<file path="config.mk">
export PLATFORM = sky130hd
export DESIGN_NAME = alu_exec_unit_flat
export DESIGN_NICKNAME = d
export VERILOG_FILES = /design/src/rtl/alu_pkg.sv /design/src/rtl/alu_exec_unit_if.sv /design/src/rtl/alu_comb_ops.sv /design/src/rtl/alu_exec_unit.sv /design/src/flat_wrapper.sv
export SDC_FILE = /design/constraint.sdc
export NUM_CORES = 1
export LEC_CHECK = 0
export ABC_AREA = 1
export CAP_MARGIN = 20
export CORE_UTILIZATION = 54
export CTS_CLUSTER_SIZE = 30
export DETAILED_ROUTE_END_ITERATION = 6
export PLACE_DENSITY = 0.79
export SLEW_MARGIN = 0
export SYNTH_ARGS = -nofsm -noshare
export SYNTH_HDL_FRONTEND = slang
export SYNTH_HIERARCHICAL = 1
export SYNTH_SLANG_ARGS = --single-unit
</file>
<file path="constraint.sdc">
create_clock -name clk -period 1.55 [get_ports clk]
set_input_delay 0.155 -clock clk [delete_from_list [all_inputs] [get_ports clk]]
set_output_delay 0.155 -clock clk [all_outputs]
set_load 0.02 [all_outputs]
</file>
<file path="src/rtl/alu_pkg.sv">
// Shared definitions for the ALU execution unit: op codes, FSM states and
// small helpers used by both the datapath and the serial shifter.
package alu_pkg;

  localparam int XLEN = 32;
  localparam int SHW  = $clog2(XLEN);

  localparam logic [3:0] ALUAdd  = 4'd0;
  localparam logic [3:0] ALUSub  = 4'd1;
  localparam logic [3:0] ALUSLL  = 4'd2;
  localparam logic [3:0] ALUSLT  = 4'd3;
  localparam logic [3:0] ALUSLTU = 4'd4;
  localparam logic [3:0] ALUXOR  = 4'd5;
  localparam logic [3:0] ALUSRL  = 4'd6;
  localparam logic [3:0] ALUSRA  = 4'd7;
  localparam logic [3:0] ALUOR   = 4'd8;
  localparam logic [3:0] ALUAND  = 4'd9;

  typedef enum logic [1:0] {
    ST_IDLE  = 2'd0,
    ST_SHIFT = 2'd1,
    ST_DONE  = 2'd2
  } state_t;

  function automatic logic is_shift(input logic [3:0] op);
    return (op == ALUSLL) || (op == ALUSRL) || (op == ALUSRA);
  endfunction

  // One step of the serial shifter; non-shift codes pass the value through.
  function automatic logic [XLEN-1:0] shift_step(input logic [3:0] op,
                                                 input logic [XLEN-1:0] v);
    logic [XLEN-1:0] r;
    r = v;
    case (op)
      ALUSLL:  r = {v[XLEN-2:0], 1'b0};
      ALUSRL:  r = {1'b0, v[XLEN-1:1]};
      ALUSRA:  r = {v[XLEN-1], v[XLEN-1:1]};
      default: r = v;
    endcase
    return r;
  endfunction

endpackage

</file>
<file path="src/rtl/alu_exec_unit_if.sv">
// Operand/result handshake bundle between operand fetch, the ALU and writeback.
interface alu_exec_unit_if;

  logic                     in_valid;
  logic                     in_ready;
  logic [3:0]               alu_op;
  logic [alu_pkg::XLEN-1:0] op_a;
  logic [alu_pkg::XLEN-1:0] op_b;
  logic                     out_valid;
  logic                     out_ready;
  logic [alu_pkg::XLEN-1:0] result;
  logic                     zero;
  logic                     illegal_op;

  modport master (
    output in_valid, alu_op, op_a, op_b, out_ready,
    input  in_ready, out_valid, result, zero, illegal_op
  );

  modport slave (
    input  in_valid, alu_op, op_a, op_b, out_ready,
    output in_ready, out_valid, result, zero, illegal_op
  );

endinterface

</file>
<file path="src/rtl/alu_comb_ops.sv">
// Single-cycle ALU operations. Shift codes return the source operand unchanged,
// which is exactly the result of a shift by zero.
module alu_comb_ops
  import alu_pkg::*;
(
  input  logic [3:0]      op,
  input  logic [XLEN-1:0] a,
  input  logic [XLEN-1:0] b,
  output logic [XLEN-1:0] res,
  output logic            illegal
);

  // Operation select; undefined codes yield zero and flag illegal.
  always_comb begin
    res     = {XLEN{1'b0}};
    illegal = 1'b0;
    case (op)
      ALUAdd:  res = a + b;
      ALUSub:  res = a - b;
      ALUSLT:  res = {{(XLEN-1){1'b0}}, ($signed(a) < $signed(b))};
      ALUSLTU: res = {{(XLEN-1){1'b0}}, (a < b)};
      ALUXOR:  res = a ^ b;
      ALUOR:   res = a | b;
      ALUAND:  res = a & b;
      ALUSLL,
      ALUSRL,
      ALUSRA:  res = a;
      default: begin
        res     = {XLEN{1'b0}};
        illegal = 1'b1;
      end
    endcase
  end

endmodule

</file>
<file path="src/rtl/alu_exec_unit.sv">
// ALU execution unit: single-cycle ops plus a one-bit-per-cycle serial shifter,
// with valid/ready on both the operand and the result side.
module alu_exec_unit
  import alu_pkg::*;
(
  input  logic           clk,
  input  logic           rst_n,
  alu_exec_unit_if.slave bus
);

  state_t            state_r;
  state_t            next_state_s;
  logic [XLEN-1:0]   shreg_r;
  logic [SHW-1:0]    cnt_r;
  logic [3:0]        sh_op_r;
  logic [XLEN-1:0]   result_r;
  logic              zero_r;
  logic              illegal_r;
  logic [XLEN-1:0]   comb_res_s;
  logic              comb_ill_s;
  logic [SHW-1:0]    amt_s;
  logic              accept_s;
  logic              start_shift_s;
  logic [XLEN-1:0]   step_s;
  logic              in_ready_s;
  logic              out_valid_s;

  alu_comb_ops u_comb (
    .op      (bus.alu_op),
    .a       (bus.op_a),
    .b       (bus.op_b),
    .res     (comb_res_s),
    .illegal (comb_ill_s)
  );

  assign amt_s         = bus.op_b[SHW-1:0];
  assign accept_s      = bus.in_valid && (state_r == ST_IDLE);
  assign start_shift_s = is_shift(bus.alu_op) && (amt_s != {SHW{1'b0}});
  assign step_s        = shift_step(sh_op_r, shreg_r);

  // FSM state register.
  always_ff @(posedge clk or negedge rst_n) begin
    if (!rst_n) begin
      state_r <= ST_IDLE;
    end else begin
      state_r <= next_state_s;
    end
  end

  // FSM next-state logic.
  always_comb begin
    next_state_s = state_r;
    case (state_r)
      ST_IDLE: begin
        if (accept_s) begin
          next_state_s = start_shift_s ? ST_SHIFT : ST_DONE;
        end else begin
          next_state_s = ST_IDLE;
        end
      end
      ST_SHIFT: begin
        if (cnt_r <= SHW'(1)) begin
          next_state_s = ST_DONE;
        end else begin
          next_state_s = ST_SHIFT;
        end
      end
      ST_DONE: begin
        if (bus.out_ready) begin
          next_state_s = ST_IDLE;
        end else begin
          next_state_s = ST_DONE;
        end
      end
      default: next_state_s = ST_IDLE;
    endcase
  end

  // FSM outputs decoded from the state register.
  always_comb begin
    in_ready_s  = 1'b0;
    out_valid_s = 1'b0;
    case (state_r)
      ST_IDLE:  in_ready_s  = 1'b1;
      ST_SHIFT: in_ready_s  = 1'b0;
      ST_DONE:  out_valid_s = 1'b1;
      default: begin
        in_ready_s  = 1'b0;
        out_valid_s = 1'b0;
      end
    endcase
  end

  // Datapath: operand capture, serial shift and result registers.
  always_ff @(posedge clk or negedge rst_n) begin
    if (!rst_n) begin
      shreg_r   <= {XLEN{1'b0}};
      cnt_r     <= {SHW{1'b0}};
      sh_op_r   <= 4'd0;
      result_r  <= {XLEN{1'b0}};
      zero_r    <= 1'b1;
      illegal_r <= 1'b0;
    end else begin
      case (state_r)
        ST_IDLE: begin
          if (accept_s && start_shift_s) begin
            shreg_r <= bus.op_a;
            cnt_r   <= amt_s;
            sh_op_r <= bus.alu_op;
          end else if (accept_s) begin
            result_r  <= comb_res_s;
            zero_r    <= (comb_res_s == {XLEN{1'b0}});
            illegal_r <= comb_ill_s;
          end
        end
        ST_SHIFT: begin
          shreg_r <= step_s;
          cnt_r   <= cnt_r - SHW'(1);
          // The last step lands directly in the result register.
          if (cnt_r <= SHW'(1)) begin
            result_r  <= step_s;
            zero_r    <= (step_s == {XLEN{1'b0}});
            illegal_r <= 1'b0;
          end
        end
        default: begin
          result_r <= result_r;
        end
      endcase
    end
  end

  assign bus.in_ready   = in_ready_s;
  assign bus.out_valid  = out_valid_s;
  assign bus.result     = result_r;
  assign bus.zero       = zero_r;
  assign bus.illegal_op = illegal_r;

endmodule

</file>
<file path="src/flat_wrapper.sv">
// flat-port wrapper written by rule: the top's interface ports become plain ports
module alu_exec_unit_flat import alu_pkg::*;
  (clk, rst_n, bus_in_valid, bus_alu_op, bus_op_a, bus_op_b, bus_out_ready, bus_in_ready, bus_out_valid, bus_result, bus_zero, bus_illegal_op);
  alu_exec_unit_if bus_i ();
  input  logic clk;
  input  logic rst_n;
  input wire logic [$bits(bus_i.in_valid)-1:0] bus_in_valid;
  input wire logic [$bits(bus_i.alu_op)-1:0] bus_alu_op;
  input wire logic [$bits(bus_i.op_a)-1:0] bus_op_a;
  input wire logic [$bits(bus_i.op_b)-1:0] bus_op_b;
  input wire logic [$bits(bus_i.out_ready)-1:0] bus_out_ready;
  output wire logic [$bits(bus_i.in_ready)-1:0] bus_in_ready;
  output wire logic [$bits(bus_i.out_valid)-1:0] bus_out_valid;
  output wire logic [$bits(bus_i.result)-1:0] bus_result;
  output wire logic [$bits(bus_i.zero)-1:0] bus_zero;
  output wire logic [$bits(bus_i.illegal_op)-1:0] bus_illegal_op;
  assign bus_i.in_valid = bus_in_valid;
  assign bus_i.alu_op = bus_alu_op;
  assign bus_i.op_a = bus_op_a;
  assign bus_i.op_b = bus_op_b;
  assign bus_i.out_ready = bus_out_ready;
  assign bus_in_ready = bus_i.in_ready;
  assign bus_out_valid = bus_i.out_valid;
  assign bus_result = bus_i.result;
  assign bus_zero = bus_i.zero;
  assign bus_illegal_op = bus_i.illegal_op;
  alu_exec_unit u_core (.clk(clk), .rst_n(rst_n), .bus(bus_i));
endmodule
</file>
==> results of run 1 <==
==> routing by layer <==
metal,track usage [%],GRT overflow
met3,78.41,12
met4,96.19,143
met5,61.40,3
met1,87.16,11
met2,104.3,275
==> cell usage after synthesis (all sizes together) <==
library cell	n	area, um2
o21bai	7	52.55
o21a	17	127.6
nand4	13	81.33
nand3	191	970.9
inv	348	1306
dfstp	1	26.28
o2111ai	1	15.01
a221oi	16	140.1
nor3	13	65.06
or2	1	6.260
ha	99	1239
a21oi	90	457.9
o221ai	6	52.55
nand2	556	2090
a211oi	19	147.6
nand3b	1	11.26
a2111o	1	11.26
buf	50	259.0
and3	1	6.260
xor2	5	43.79
nor4	11	68.82
o211ai	28	210.2
clkbuf	17	63.81
a311oi	1	8.760
o22ai	35	219.0
nor2	204	798.3
a31oi	2	12.51
dfrtp	76	1902
fa	2	40.04
a22oi	1	7.510
and2	1	6.260
o21ai	76	384.1
==> timing repair <==
item,CTS
pin swaps,232
endpoints found under the setup margin,75
gates cloned,10
hold buffers,1
buffers inserted,105
resized for setup,802
endpoints found under the hold margin,21
==> logic make-up after synthesis <==
kind of cell / Yosys count / synth area share, %
fa+ha+maj: 101 / 11.81
simple gates: 992 / 37.89
flops: 77 / 17.80
buf+inv: 415 / 15.04
xor+xnor: 5 / 0.4043
compound gates: 300 / 17.05
==> metrics by stage <==
| step | setup TNS (ns) | area [um2] | cells | utilization [%] | setup WS, ns |
|---|---|---|---|---|---|
| 2_1_floorplan | -3.302 | 11750 | 1890 | - | -0.5649 |
| 3_3_place_gp | -58.00 | 15570 | 2553 | 79.47 | -1.900 |
| 3_5_place_dp | -62.91 | 15570 | 2553 | 79.47 | -1.832 |
| 4_1_cts | -19.41 | 18860 | 2677 | 96.29 | -0.7162 |
==> flow_summary.ini, run 1 <==
[outcome]
status = stopped before the end
stop_error = [ERROR GRT-0116] Global routing finished with congestion. Check the congestion regions in the DRC Viewer.
flow.stopped_at = global routing (5_1_grt)

[logic_synthesis]
synth_cell_types = 43
yosysWarnings = 6
synthesis.area_um2 = 10830
synth-seq-cells = 77
synth.avg_cell_area_um2 = 5.730
synth_nets = 2063
yosysSeqAreaShare_pct = 17.80
synth_cells = 1890

[grt]
grt_max_degree = 36
gr-total-overflow = 444
grt_usage_pct = 90.50
grt_pass1_vias = 22940
grt_pass1_wl_um = 142800

[cts]
root_buffer = clkbuf_16
cts_max_level = 3
clock_sinks = 77
cts_buffers = 9
clk_path_buf_depth = 2

[floorplan]
die_h_um = 143.6
start_util_pct = 55.29
die_w_um = 143.6
core.rowCount = 51
ios = 108

[placed_design]
dpl.hpwl_um = 39190
numPortBuffers = 107
gp_congestion = 1.103
==> run 2, diff against run 1 <==
Settings changed: CORE_UTILIZATION 54 to 40, CTS_CLUSTER_SIZE 30 to not set, PLACE_DENSITY 0.79 to not set, PLACE_DENSITY_LB_ADDON set to 0.15.
Clock period 1.55 ns to 2.02 ns, I/O delays scaled along.
==> flow_summary.ini, run 2 <==
[worst_hold_path]
hold_class = input port to register

[worst_setup_path]
worstPathMaxFanout = 5
crit_path_start_kind = input port
crit_required_ns = 2.29
crit_type = input port to register
cp_data_arrival_time_ns = 2.72
cp-end-kind = register

[pwr]
p_leak_uw = 0.009662
irDropWorstVdd_uv = 502.7
p_per_area_nw_per_um2 = 739.3

[layout]
most-common-layout-cells = 383 x nand2_1, 376 x buf_4, 222 x inv_1
n_antenna_cell = 0
multiInputGateArea_um2 = 10020
drive_gt1_share_pct = 47.58
finish.utilization_pct = 72.70
n_fill_cell = 2071
regArea_um2 = 1928
areaGrowthSynthToFinish_pct = 76.41
finalNetCount = 2591
fin_cells = 2756
final_cell_area_um2 = 19110
layout_commonest_cell = nand2_1

[floorplan]
die_w_um = 166.5
core.rowCount = 59
placeableCoreArea_um2 = 26280
ios = 108
die_h_um = 166.5
die_area_um2 = 27740
start_util_pct = 41.21

[timing]
hold_viol = 0
min_period_ns = 2.445
worst_slack_ns = -0.4246
whs_ns = 0.1564
fmax_mhz = 409.1
timing.final.crit_share_pct = 121.0
skew_ns = 0.005907
slew_headroom_pct = 61.90
rsz0062_at_grt = true
tightest_slew_ns = 0.5691
final-setup-viol-count = 21
slew_viol_final = 0

[outcome]
violations = DRC, setup timing
status = complete, but fails checks

[logic_synthesis]
synthesis.area_um2 = 10830
synth_top_area_cell = nand2_1
yosysMostFrequentCell = nand2_1
synthFlopType = dfrtp_1
synth_commonest_cells = 555 x nand2_1, 338 x inv_1, 195 x nor2_1
synth_cells = 1890
synth_cell_types = 43
synth_top_cell_area_share_pct = 19.24
synth-seq-cells = 77
yosysSeqAreaShare_pct = 17.80
synth_edf_count = 0
yosysWarnings = 6
synth.area.top_cells = nand2_1 19%, dfrtp_1 18%, inv_1 12%
async_reset_ff_share_pct = 100.0
synth.avg_cell_area_um2 = 5.730
synth_nets = 2063

[cts]
cts_tree = built
clock_sinks = 77
root_buffer = clkbuf_16
cts_buffers = 9
cts_max_level = 3
clkSlewWorstSetupHoldPaths_ns = 0.06
clk_latency_ns = 0.34
clk_path_buf_depth = 2

[detailed_routing]
vias = 15050
final_antenna_net_count = 0
drc = 8
wl_per_cell_um = 18.40
drtIter0Drc = 1326
wl_um = 50700
routed_via_density = 5.460
dr.pass1.iters = 7

[placed_design]
dp.cells = 2639
placed_cell_area_um2 = 15300
gp_congestion = 1.046
dp_slack_ns = -1.371
dpl.hpwl_um = 38160
numPortBuffers = 107

[grt]
gr-total-overflow = 0
grt_pass1_vias = 14250
grt_pass1_wl_um = 75980
grt_max_degree = 44
grt_usage_pct = 34.85
antenna_found_initial = 0

[run]
maxCapViolations = 0
==> run 2: per-stage QoR <==
stage	setup TNS, ns	power (uW)
6_report	-2.216	14120
5_1_grt	-4.268	15040
4_1_cts	-1.257	13440
3_5_place_dp	-31.61	10880
3_3_place_gp	-30.65	10760
2_1_floorplan	-0.1459	7370
==> run 2: cell families after synthesis <==
family / share of synthesized area [%]
AO/OA/AOI/OAI: 17.05
XOR/XNOR: 0.4043
adder cells (fa/ha/maj): 11.81
buffers and inverters: 15.04
flip-flops: 17.80
AND/OR/NAND/NOR: 37.89
==> run 2: cell type report <==
| type | count | area share [%] |
|---|---|---|
| Clock buffer | 13 | 1.415 |
| Tap cell | 335 | 2.194 |
| Inverter | 348 | 7.060 |
| Multi-Input combinational cell | 1398 | 52.45 |
| Clock inverter | 1 | 0.1572 |
| Timing Repair Buffer | 584 | 26.63 |
| Sequential cell | 77 | 10.09 |
==> run 2: power breakdown <==
part	total [uW]	internal, uW	leakage [uW]	switching, uW
Sequential	2820	2300	0.000930	521
Clock	1630	1040	0.000148	589
Combinational	9670	4180	0.00858	5490
Total	14100	7530	0.00966	6600
==> run 2: metal layers <==
metal	up-vias	share of wire (%)	GRT usage, %
li1	7116	-	-
met1	7055	43	47.28
met3	150	7.7	3.446
met5	-	0	0
met4	0	4.5	15.54
met2	726	45	55.96
==> run 2: repair_timing <==
| action | CTS | global route |
|---|---|---|
| pin swaps | 213 | 163 |
| gates cloned | 0 | 0 |
| hold buffers | 1 | 0 |
| endpoints found under the hold margin | 33 | 0 |
| buffers inserted | 86 | 29 |
| setup endpoints to repair | 33 | 35 |
| gates resized for setup | 708 | 331 |
==> run 2: worst paths after layout <==
path | start | endpoint | slack [ns] | cells after the start
worst max-delay path | bus_op_a[12] | u_core/bus.zero$_DFFE_PN1P_ | -0.42 | 19
worst min-delay path | bus_op_a[0] | u_core/shreg_r[0]$_DFFE_PN0P_ | 0.16 | 3
worst max register to register | u_core/sh_op_r[3]$_DFFE_PN0P_ | u_core/bus.zero$_DFFE_PN1P_ | 0.01 | 10
worst min register to register | u_core/bus.result[17]$_DFFE_PN0P_ | u_core/bus.result[17]$_DFFE_PN0P_ | 0.49 | 1
max in group asynchronous | rst_n | u_core/bus.result[24]$_DFFE_PN0P_ | 1.05 | 3
min in group asynchronous | rst_n | u_core/bus.result[5]$_DFFE_PN0P_ | 0.37 | 2
==> run 2: critical path: stages <==
cell and delay (ns):
buf_2 0.11, inv_2 0.04, ha_4 0.30, buf_6 0.14, nand2_4 0.05, buf_4 0.13, nor2_4 0.16, nand2_1 0.10
nor2_1 0.28, nand2_4 0.08, nand3_1 0.09, nand2_1 0.06, nand3_2 0.09, nand3_4 0.13, nor4_4 0.23, nand4_1 0.13
nor2_1 0.16, a21oi_2 0.08, a21oi_2 0.13
Power figures use the tool's default switching activity.
==> run 3, diff against run 2 <==
Settings changed: ABC_CLOCK_PERIOD_IN_PS set to 3000.
Clock period 2.02 ns to 3 ns, I/O delays scaled along.
==> flow_summary.ini, run 3 (synthesis gave the netlist of run 2 again) <==
[detailed_routing]
drc = 7
wl_um = 47870
dr.pass1.iters = 7
wl_per_cell_um = 18.14
routed_via_density = 5.379
vias = 14190
drtIter0Drc = 1339
final_antenna_net_count = 0

[grt]
top_usage_layer = met2
antenna_found_initial = 0
gr-usage-met1_pct = 47.65
grt_pass1_vias = 13210
gr-total-overflow = 0
met2_usage_pct = 54.51
met3_usage_pct = 2.947
grt_pass1_wl_um = 72610
grt_usage_pct = 33.60
grt_max_degree = 78

[timing]
slew_viol_final = 0
fmax_mhz = 347.5
slew_headroom_pct = 58.14
worst_slack_ns = 0.1226
hold_viol = 0
timing.final.crit_share_pct = 95.91
skew_ns = 0.006944
final-setup-viol-count = 0
min_period_ns = 2.877
tightest_slew_ns = 0.6265

[worst_setup_path]
cp-end-kind = register
r2r-end = u_core/bus.zero$_DFFE_PN1P_
timing.rr.start = u_core/sh_op_r[3]$_DFFE_PN0P_
cp_data_arrival_time_ns = 3.15
worstPathMaxFanout = 4
crit_required_ns = 3.27
crit_type = input port to register
reg2reg_setup_slack_ns = 0.71
worst-r2r-cell-count = 12
crit_path_start_kind = input port

[layout]
most-common-layout-cells = 512 x nand2_1, 345 x buf_4, 309 x inv_1
fin_cells = 2638
finalNetCount = 2471
drive_gt1_share_pct = 26.40
n_antenna_cell = 0
areaGrowthSynthToFinish_pct = 49.35
layout_commonest_cell = nand2_1

[floorplan]
die_area_um2 = 27740
die_h_um = 166.5
die_w_um = 166.5
start_util_pct = 41.21
core.rowCount = 59
placeableCoreArea_um2 = 26280
ios = 108

[cts]
clock_sinks = 77
clkSlewWorstSetupHoldPaths_ns = 0.06
cts_tree = built
clk_path_buf_depth = 2
cts_max_level = 3
clk_latency_ns = 0.34
root_buffer = clkbuf_16
cts_buffers = 9

[placed_design]
numPortBuffers = 107
dp_slack_ns = -0.6930
dp.cells = 2598
gp_congestion = 1.015
dpl.hpwl_um = 38470

[worst_hold_path]
worstHoldStart = bus_op_a[0]
whs_path_depth = 3
hold_class = input port to register
min_delay_worst_endpoint = u_core/shreg_r[0]$_DFFE_PN0P_

[pwr]
p_seq_share_pct = 21.9
p_switching_uw = 4047
swShare_pct = 47.11
pwr-share-clk_pct = 13.5
internal_power_uw = 4544
combPwrFrac_pct = 64.5
p_leak_uw = 0.008628
p_per_area_nw_per_um2 = 531.1
irDropWorstVdd_uv = 365.8

[run]
maxCapViolations = 0

[outcome]
violations = DRC
status = complete, but fails checks
==> run 3: cell count changes in the layout (fill, tap and decap cells not counted), moves of 44 or more <==
cell / change
buf_6: -89
clkdlybuf4s50_1: +45
inv_1: +87
inv_2: -73
nand2_1: +129
nand2_2: -86
nand3_1: +44
==> run 3: worst max-delay path by stage <==
| stage | start | end | slack (ns) | cells past startpoint |
|---|---|---|---|---|
| 4_1_cts | bus_op_b[5] | u_core/bus.zero$_DFFE_PN1P_ | 0.002 | 20 |
| 3_3_place_gp | bus_op_b[0] | u_core/bus.zero$_DFFE_PN1P_ | -0.80 | 19 |
| 5_1_grt | bus_op_a[2] | u_core/bus.zero$_DFFE_PN1P_ | -0.04 | 17 |
| 3_5_place_dp | bus_op_b[0] | u_core/bus.zero$_DFFE_PN1P_ | -0.69 | 19 |
| 6_report | bus_op_b[7] | u_core/bus.zero$_DFFE_PN1P_ | 0.12 | 19 |
| 2_1_floorplan | bus_op_a[0] | u_core/bus.zero$_DFFE_PN1P_ | 0.60 | 18 |
==> run 3: final cells by class <==
cell class              instances  area, um2
fillers                      2547      10100
multi-input cells            1398       8317
repair buffers                464       3886
flip-flops and latches         77       1928
inverters                     348       1309
well taps                     335      419.2
clock buffers                  10      229.0
clock inverters                 6      87.58
==> run 3: worst max-delay path: stages <==
cell and delay, ns:
clkdlybuf4s50_1 0.48, inv_1 0.09, ha_4 0.31, buf_6 0.13
nand2_1 0.10, buf_4 0.16, nor2_4 0.09, nand3_2 0.09
nand3_2 0.13, nand3_1 0.10, nand2_1 0.08, nand2_1 0.05
nand3_1 0.07, nand3_2 0.12, nor4_2 0.30, nand4_1 0.21
nor2_2 0.15, a21oi_2 0.06, a21oi_2 0.13
==> run 3: power groups by stage <==
stage	clock network (uW)	logic, uW	registers, uW
detailed placement	0	5170	1890
global route	1210	6030	1940
global placement	0	5120	1870
CTS	1180	5290	1880
floorplan	0	2760	2110
finish	1160	5540	1880
==> run 3: per-stage QoR <==
| stage | hold slack (ns) | setup TNS (ns) | power [uW] | area, um2 | utilization (%) |
|---|---|---|---|---|---|
| 6_report | 0.2844 | 0 | 8591 | 16180 | 61.55 |
| 5_1_grt | 0.3170 | -0.03880 | 9185 | 16180 | 61.55 |
| 4_1_cts | 0.1649 | 0 | 8352 | 15360 | 58.45 |
| 3_5_place_dp | 0.4766 | -4.115 | 7054 | 14570 | 55.44 |
| 3_3_place_gp | 0.4696 | -4.120 | 6998 | 14570 | 55.44 |
| 2_1_floorplan | 0.004409 | 0 | 4870 | 10830 | - |
==> run 3: timing repair <==
item,4_1_cts,5_1_grt
endpoints found under the hold margin,0,13
pin swaps,11,60
resized for setup,99,189
setup buffers,6,16
hold buffers,0,1
setup endpoints to repair,1,4
==> run 3: per-layer routing <==
metal | vias up | part of all wire [%]
met5 | - | 0
li1 | 6856 | -
met4 | 0 | 2.6
met3 | 75 | 7.3
met1 | 6681 | 45
met2 | 577 | 45
==> run 4, diff against run 3 <==
Settings changed: CORE_UTILIZATION 40 to 37.
==> flow_summary.ini, run 4 (synthesis gave the netlist of run 2 again) <==
[outcome]
status = complete, but fails checks
violations = setup timing

[detailed_routing]
drc = 0
vias = 13980
dr.pass1.iters = 5
wl_per_cell_um = 17.78
wl_um = 47860
drtIter0Drc = 1587
routed_via_density = 5.194
final_antenna_net_count = 0

[timing]
slew_headroom_pct = 60.99
tightest_slew_ns = 0.5846
slew_viol_final = 0
timing.final.crit_share_pct = 100.4
final-setup-viol-count = 1
rsz0062_at_grt = true
min_period_ns = 3.012
fmax_mhz = 332.0
whs_ns = 0.3624
hold_viol = 0
skew_ns = 0.01076
worst_slack_ns = -0.01186
finalSetupTns_ns = -0.01186

[worst_hold_path]
hold_class = input port to asynchronous set/reset pin

[placed_design]
gp_congestion = 0.9593
dp.cells = 2664
placed_cell_area_um2 = 14780
dpl.hpwl_um = 39700
numPortBuffers = 107

[layout]
most-common-layout-cells = 537 x nand2_1, 352 x buf_4, 330 x inv_1
final_cell_area_um2 = 15900
fin_cells = 2691
areaGrowthSynthToFinish_pct = 46.81
drive_gt1_share_pct = 22.80
finalNetCount = 2475
layout_commonest_cell = nand2_1
n_antenna_cell = 0
finish.utilization_pct = 55.25

[worst_setup_path]
crit_path_top_delay_cell = clkdlybuf4s50_1
crit_chain = clkdlybuf4s50_1, inv_2, buf_4, ha_1, inv_1, buf_4, nand2_1, buf_4, a21oi_2, nand2_2, buf_4, a21oi_1, o21ai_1, nand2_1, nand3_4, nor4_4, nand4_1, nor2_2, a21oi_1, a21oi_2
cp-end-kind = register
cp_slowest_stage_delay_ns = 0.50
crit_required_ns = 3.27
cp_common_cell = buf_4
cp_data_arrival_time_ns = 3.29
worstPathMaxFanout = 3
crit_type = input port to register
crit_path_start_kind = input port
worst-r2r-cell-count = 12

[floorplan]
placeableCoreArea_um2 = 28780
start_util_pct = 37.63
die_w_um = 173.1
ios = 108
die_h_um = 173.1
die_area_um2 = 29960
core.rowCount = 62

[cts]
cts_max_level = 3
clk_latency_ns = 0.34
clkSlewWorstSetupHoldPaths_ns = 0.06
clock_sinks = 77
cts_buffers = 9
cts_tree = built
root_buffer = clkbuf_16
clk_path_buf_depth = 2

[pwr]
irDropWorstVdd_uv = 404.2
p_per_area_nw_per_um2 = 533.6
p_leak_uw = 0.008474

[run]
maxCapViolations = 0

[grt]
antenna_found_initial = 0
grt_max_degree = 78
grt_usage_pct = 31.71
grt_pass1_wl_um = 73300
gr-total-overflow = 0
grt_pass1_vias = 13390
-- run 4: cell count changes in the layout (fill, tap and decap cells not counted), sizes merged --
cell	previous run	this run
clkdlybuf4s15	1	0
clkbuf	12	11
dlymetal6s2s	15	0
buf	357	361
clkdlybuf4s50	83	102
clkinvlp	3	2
dlygate4sd2	5	4
-- run 4: per-layer routing --
metal,global-route usage [%],share of wire [%],up-vias
met5,0,0,-
met4,9.329,2.3,0
met3,3.628,7.0,68
met2,51.39,45,541
met1,44.10,46,6508
li1,-,-,6859
-- run 4: what timing repair did --
item,CTS,global route
setup endpoints to repair,1,6
hold buffers,0,1
gates resized for setup,117,35
endpoints found under the hold margin,0,15
gates cloned,0,0
pin swaps,19,12
setup buffers,7,2
-- run 4: path summary, 6_finish.rpt --
path / from / to / slack, ns
min reg2reg: u_core/bus.result[15]$_DFFE_PN0P_ / u_core/bus.result[15]$_DFFE_PN0P_ / 0.48
max: bus_op_b[5] / u_core/bus.zero$_DFFE_PN1P_ / -0.01
max in group asynchronous: rst_n / u_core/bus.zero$_DFFE_PN1P_ / 2.02
max reg2reg: u_core/sh_op_r[2]$_DFFE_PN0P_ / u_core/bus.zero$_DFFE_PN1P_ / 0.59
min in group clk: u_core/bus.result[15]$_DFFE_PN0P_ / u_core/bus.result[15]$_DFFE_PN0P_ / 0.48
min: rst_n / u_core/cnt_r[4]$_DFFE_PN0P_ / 0.36
-- run 4: metrics by stage --
stage | setup WS [ns] | power (uW)
final | -0.01186 | 8485
after global placement | -0.6884 | 7016
after detailed placement | -0.7251 | 7052
after global routing | -0.1428 | 9099
after floorplan | 0.5993 | 4870
after CTS | 0.0004954 | 8410
-- run 4: cell type report --
cell class	instances	area (um2)
clock inverters	5	83.83
inverters	348	1306
well taps	384	480.5
flip-flops and latches	77	1928
fillers	3010	12880
multi-input cells	1398	7963
repair buffers	468	3896
clock buffers	11	242.7
-- run 4: worst max-delay path, delay by kind of cell --
family	cells	cell delay, ns
AO/OA/AOI/OAI	5	0.56
buffers and inverters	7	1.19
AND/OR/NAND/NOR	7	1.05
adder cells (fa/ha/maj)	1	0.17
-- run 4: report_power, final --
part	total, uW	leakage, uW	internal [uW]	switching, uW
clock network	1190	0.000152	753	439
logic	5390	0.00739	2210	3190
registers	1900	0.000930	1550	352
